### config.mk
export PLATFORM = sky130hd
export DESIGN_NAME = regfile_scoreboard
export DESIGN_NICKNAME = d
export VERILOG_FILES = /design/src/rtl/regfile_scoreboard.sv
export SDC_FILE = /design/constraint.sdc
export NUM_CORES = 1
export LEC_CHECK = 0
export ABC_CLOCK_PERIOD_IN_PS = 2000
export BUFFER_PORTS_ARGS = -buffer_cell sky130_fd_sc_hd__buf_2
export CORE_MARGIN = 3
export CORE_UTILIZATION = 61
export DETAILED_ROUTE_END_ITERATION = 10
export HOLD_SLACK_MARGIN = 0.06
export PLACE_DENSITY = 0.86
export SLEW_MARGIN = 20
export SYNTH_ARGS = -nofsm -noshare
export SYNTH_HDL_FRONTEND = slang
export SYNTH_SLANG_ARGS = --single-unit
### constraint.sdc
create_clock -name clk -period 2 [get_ports clk]
set_input_delay 0.1 -clock clk [delete_from_list [all_inputs] [get_ports clk]]
set_output_delay 0.1 -clock clk [all_outputs]
set_load 0.02 [all_outputs]
### src/rtl/regfile_scoreboard.sv
// Eight-entry register file with write-through bypass and a per-register
// pending-writer scoreboard that raises a decode stall on RAW hazards.
module regfile_scoreboard #(
  parameter int NREG = 8,
  parameter int DW   = 16
) (
  input  logic          clk,
  input  logic          rst,
  input  logic [2:0]    rd1_reg,
  input  logic [2:0]    rd2_reg,
  input  logic          rd1_used,
  input  logic          rd2_used,
  output logic [DW-1:0] rd1_data,
  output logic [DW-1:0] rd2_data,
  input  logic          wr_en,
  input  logic [2:0]    wr_reg,
  input  logic [DW-1:0] write_data,
  input  logic          issue_en,
  input  logic [2:0]    issue_reg,
  input  logic          flush,
  output logic          hazard,
  output logic          err
);

  logic [DW-1:0]   regs_q [NREG];
  logic [1:0]      cnt_q  [NREG];
  logic [1:0]      cnt_d  [NREG];
  logic [NREG-1:0] ovf;
  logic [NREG-1:0] unf;
  logic            err_q;
  logic            err_d;
  logic            busy1;
  logic            busy2;

  // Returns {overflow, underflow, next_count}. An issue and a write to the
  // same register cancel, so the count (and err) is untouched at any value.
  function automatic logic [3:0] cnt_step(
    input logic [1:0] cnt,
    input logic       inc,
    input logic       dec,
    input logic       flsh
  );
    logic [3:0] res;
    res = {2'b00, cnt};
    if (flsh) begin
      res = 4'b0000;
    end else if (inc && !dec) begin
      if (cnt == 2'd3) res = {2'b10, cnt};
      else             res = {2'b00, cnt + 2'd1};
    end else if (dec && !inc) begin
      if (cnt == 2'd0) res = {2'b01, cnt};
      else             res = {2'b00, cnt - 2'd1};
    end
    return res;
  endfunction

  for (genvar gi = 0; gi < NREG; gi++) begin : g_reg
    logic inc;
    logic dec;

    assign inc = issue_en && (issue_reg == 3'(gi));
    assign dec = wr_en && (wr_reg == 3'(gi));
    assign {ovf[gi], unf[gi], cnt_d[gi]} = cnt_step(cnt_q[gi], inc, dec, flush);

    // Data still lands during a flush; only the scoreboard is squashed.
    always_ff @(posedge clk or negedge rst) begin
      if (!rst) begin
        regs_q[gi] <= '0;
        cnt_q[gi]  <= 2'd0;
      end else begin
        if (dec) regs_q[gi] <= write_data;
        cnt_q[gi] <= cnt_d[gi];
      end
    end
  end

  assign err_d = err_q | (|ovf) | (|unf);

  always_ff @(posedge clk or negedge rst) begin
    if (!rst) err_q <= 1'b0;
    else      err_q <= err_d;
  end

  assign rd1_data = (wr_en && (wr_reg == rd1_reg)) ? write_data : regs_q[rd1_reg];
  assign rd2_data = (wr_en && (wr_reg == rd2_reg)) ? write_data : regs_q[rd2_reg];

  // A read is released when the last pending producer writes back this cycle.
  assign busy1 = rd1_used && (cnt_q[rd1_reg] != 2'd0) &&
                 !(wr_en && (wr_reg == rd1_reg) && (cnt_q[rd1_reg] == 2'd1));
  assign busy2 = rd2_used && (cnt_q[rd2_reg] != 2'd0) &&
                 !(wr_en && (wr_reg == rd2_reg) && (cnt_q[rd2_reg] == 2'd1));

  assign hazard = (busy1 || busy2) && !flush;
  assign err    = err_q;

endmodule

==> impl_metrics.env <==
export IMPL_switching_power_mw=3.06
export IMPL_tns_ps=-58.3
export IMPL_slowest_delay_ps=460
export IMPL_yosysWarnings=0
export IMPL_end_kind="primary output"
export IMPL_ys_types=47
export IMPL_synth_simple_area_share_pct=20.3
export IMPL_rows=44
export IMPL_power_density_nw_per_um2=882
export IMPL_coreArea_um2=14600
export IMPL_crit_required_ps=1900
export IMPL_synth_area_um2=9170
export IMPL_r2r_slack_ps=340
export IMPL_final_nets=1054
export IMPL_routed_via_density=6.64
export IMPL_r2r_start="cnt_q[12]"
export IMPL_synthMuxAreaShare_pct=25.3
export IMPL_worstHoldPathType="primary input to register"
export IMPL_outcome="finished with violations"
export IMPL_place_congestion=0.855
export IMPL_drv_cap=0
export IMPL_failed_checks="negative setup slack"
export IMPL_htreeDepth=4
export IMPL_worst_clock_skew_ps=2.76
export IMPL_synth_adder_area_share_pct=3.28
export IMPL_arrival_ps=1960
export IMPL_syn_inst=919
export IMPL_antenna_found_initial=0
export IMPL_grt_pass1_wl_mm=41.3
export IMPL_grt_setup_unrepaired="yes"
export IMPL_dr_pass1_iters=6
export IMPL_drive_gt1_share_pct=28.1
export IMPL_fin_util_pct=72.2
export IMPL_dp_hpwl_mm=16.2
export IMPL_combinationalPowerShare_pct=25.5
export IMPL_placed_cells=1127
export IMPL_drc=0
export IMPL_ios=69
export IMPL_slew_headroom_pct=63.5
export IMPL_clock_power_share_pct=32.4
export IMPL_yosysSeqAreaShare_pct=39.6
export IMPL_avgSynthCellArea_um2=9.97
export IMPL_min_delay_start="flush"
export IMPL_drt_wl_total_mm=26.4
export IMPL_grt_pass1_vias=7827
export IMPL_synth_compound_area_share_pct=5.50
export IMPL_clock_sinks=145
export IMPL_grt_max_degree=55
export IMPL_die_area_um2=16500
export IMPL_n_antenna_cell=0
export IMPL_power_mw=9.29
export IMPL_holdPathStages=2
export IMPL_grt_usage_pct=32.8
export IMPL_cp_cell_sequence="mux4_2, a211o_1, nand3_2, a21oi_2, buf_4"
export IMPL_worstSetupPathType="register to primary output"
export IMPL_seqPwrFrac_pct=42.0
export IMPL_leakage_nw=4.93
export IMPL_clkLatencyLatePin_ps=430
export IMPL_die_h_um=129
export IMPL_ys_async_sr_fraction_pct=100
export IMPL_peakVddDrop_v=0.000702
export IMPL_ys_flop_type="dfrtp_1"
export IMPL_clk_pin_slew_ps=60
export IMPL_synth_top_family_by_area="multiplexers"
export IMPL_syn_nets=978
export IMPL_reg2reg_depth=7
export IMPL_die_x_um=129
export IMPL_power_switching_share_pct=33.0
export IMPL_fmax_ghz=0.486
export IMPL_min_to="cnt_q[5]"
export IMPL_ys_ff_latch=145
export IMPL_detail_route_wl_per_cell_um=22.2
export IMPL_tightest_slew_ps=547
export IMPL_cts_made_buffers=17
export IMPL_cts_root_buffer="clkbuf_16"
export IMPL_min_period_over_period_pct=103
export IMPL_drtIter0Drc=1114
export IMPL_period_minus_slack_ps=2060
export IMPL_io_buffer_count=68
export IMPL_area_growth_pct=14.9
export IMPL_setup_ws_ps=-58.3
export IMPL_grt_overflow_total=0
export IMPL_initial_core_util_pct=62.8
export IMPL_synth_edff_count=0
export IMPL_synth_xor_area_share_pct=0.956
export IMPL_r2r_end="err"
export IMPL_start_kind="register"
export IMPL_cts_path_max_buffers=2
export IMPL_hold_violations=0
export IMPL_worstPathMaxFanout=3
export IMPL_final_cells=1192
export IMPL_ant_nets=0
export IMPL_cts_tree="built"
export IMPL_whs_ps=102
export IMPL_finalMaxSlewViolations=0
export IMPL_crit_path_top_delay_cell="mux4_2"
export IMPL_finalSetupViolations=1
export IMPL_num_vias=7910
export IMPL_p_int_mw=6.23
power by group through the flow:
stage	combinational [mW]	clock (mW)	sequential, mW
after floorplan	1.71	0	3.75
after global placement	2.18	0	3.85
after detailed placement	2.27	0	3.90
after CTS	2.35	3.02	3.87
after global routing	2.55	3.15	3.93
final	2.37	3.01	3.91
per-layer routing:
| metal | global-route usage (%) | vias to the layer above | part of all wire, % |
|---|---|---|---|
| li1 | - | 3360 | - |
| met1 | 41.5 | 3866 | 36 |
| met2 | 53.5 | 556 | 48 |
| met3 | 7.18 | 128 | 10 |
| met4 | 16.7 | 0 | 4.8 |
| met5 | 0 | - | 0 |
synth_stat cells (all sizes together) (9+ instances only):
| cell | number | area, um2 |
|---|---|---|
| dfrtp | 145 | 3630 |
| ha | 24 | 300 |
| mux2i | 34 | 340 |
| nor3 | 13 | 70.1 |
| clkbuf | 39 | 148 |
| nand3 | 14 | 70.1 |
| inv | 20 | 75.1 |
| buf | 40 | 239 |
| nor2 | 49 | 184 |
| xnor2 | 10 | 87.6 |
| a21oi | 50 | 250 |
| o21ai | 15 | 75.1 |
| nand4 | 9 | 56.3 |
| nand2 | 291 | 1090 |
| mux2 | 32 | 360 |
| mux4 | 72 | 1620 |
area by class of cell:
cell class                      instances  area, um2
Fill cell                             970       4060
Clock inverter                         15        126
Sequential cell                       145       3640
Inverter                               20       75.1
Multi-Input combinational cell        675       5090
Tap cell                              184        230
Timing Repair Buffer                  136        940
Clock buffer                           17        425
registers in the layout, summed over array words and instances, names as in the netlist:
signal and flops:
cnt_q 16, err 1, regs_q 128
per-stage QoR:
stage | setup slack (ps) | cell area, um2
2_1_floorplan | 524 | 9170
3_3_place_gp | 194 | 9660
3_5_place_dp | 205 | 9660
4_1_cts | -80.5 | 10500
5_1_grt | -92.7 | 10500
6_report | -58.3 | 10500
cells by family after synthesis:
| family | after synthesis |
|---|---|
| xor+xnor | 10 |
| flops | 145 |
| buf+inv | 99 |
| fa+ha+maj | 24 |
| mux | 138 |
| compound gates | 88 |
| simple gates | 415 |
repair_timing:
item / 4_1_cts / 5_1_grt
pin swaps: 7 / 4
endpoints found under the setup margin: 1 / 2
buffers inserted: 14 / 2
hold buffers: 17 / 0
resized for setup: 12 / 2
gates cloned: 0 / 0
hold endpoints to repair: 209 / 0
worst max-delay path by stage:
stage | slack (ps) | from | depth (start not counted) | endpoint
CTS | -80 | cnt_q[0] | 5 | hazard
detailed placement | 200 | rd1_reg[0] | 6 | rd1_data[11]
floorplan | 520 | rd1_reg[0] | 5 | rd1_data[10]
finish | -60 | cnt_q[12] | 5 | hazard
global placement | 190 | rd1_reg[0] | 6 | rd1_data[11]
global route | -90 | cnt_q[4] | 5 | hazard
worst max-delay path, delay by kind of cell, from the launching register on:
kind	cells	cell delay, ps
multiplexers	1	460
flip-flops	1	440
AO/OA/AOI/OAI	2	360
buffers and inverters	1	180
AND/OR/NAND/NOR	1	90
cells in the final DEF, fill, tap and decap left out, drive strengths merged, types with 2 or more instances in the layout:
master / count
nand2: 291
dfrtp: 145
buf: 119
mux4: 72
a21oi: 50
nor2: 49
mux2i: 34
mux2: 32
inv: 27
ha: 24
clkbuf: 17
dlygate4sd3: 17
o21ai: 15
nand3: 14
nor3: 13
xnor2: 10
nand4: 9
and4bb: 6
nand3b: 6
nand4b: 6
and4b: 6
clkinvlp: 5
a211o: 4
a211oi: 4
a31oi: 4
nor4: 3
a22oi: 3
clkinv: 3
nor4b: 2
nand4bb: 2
a221oi: 2
nor3b: 2
a311oi: 2
and4: 2
Note: power is estimated with default switching activity, not from simulation.
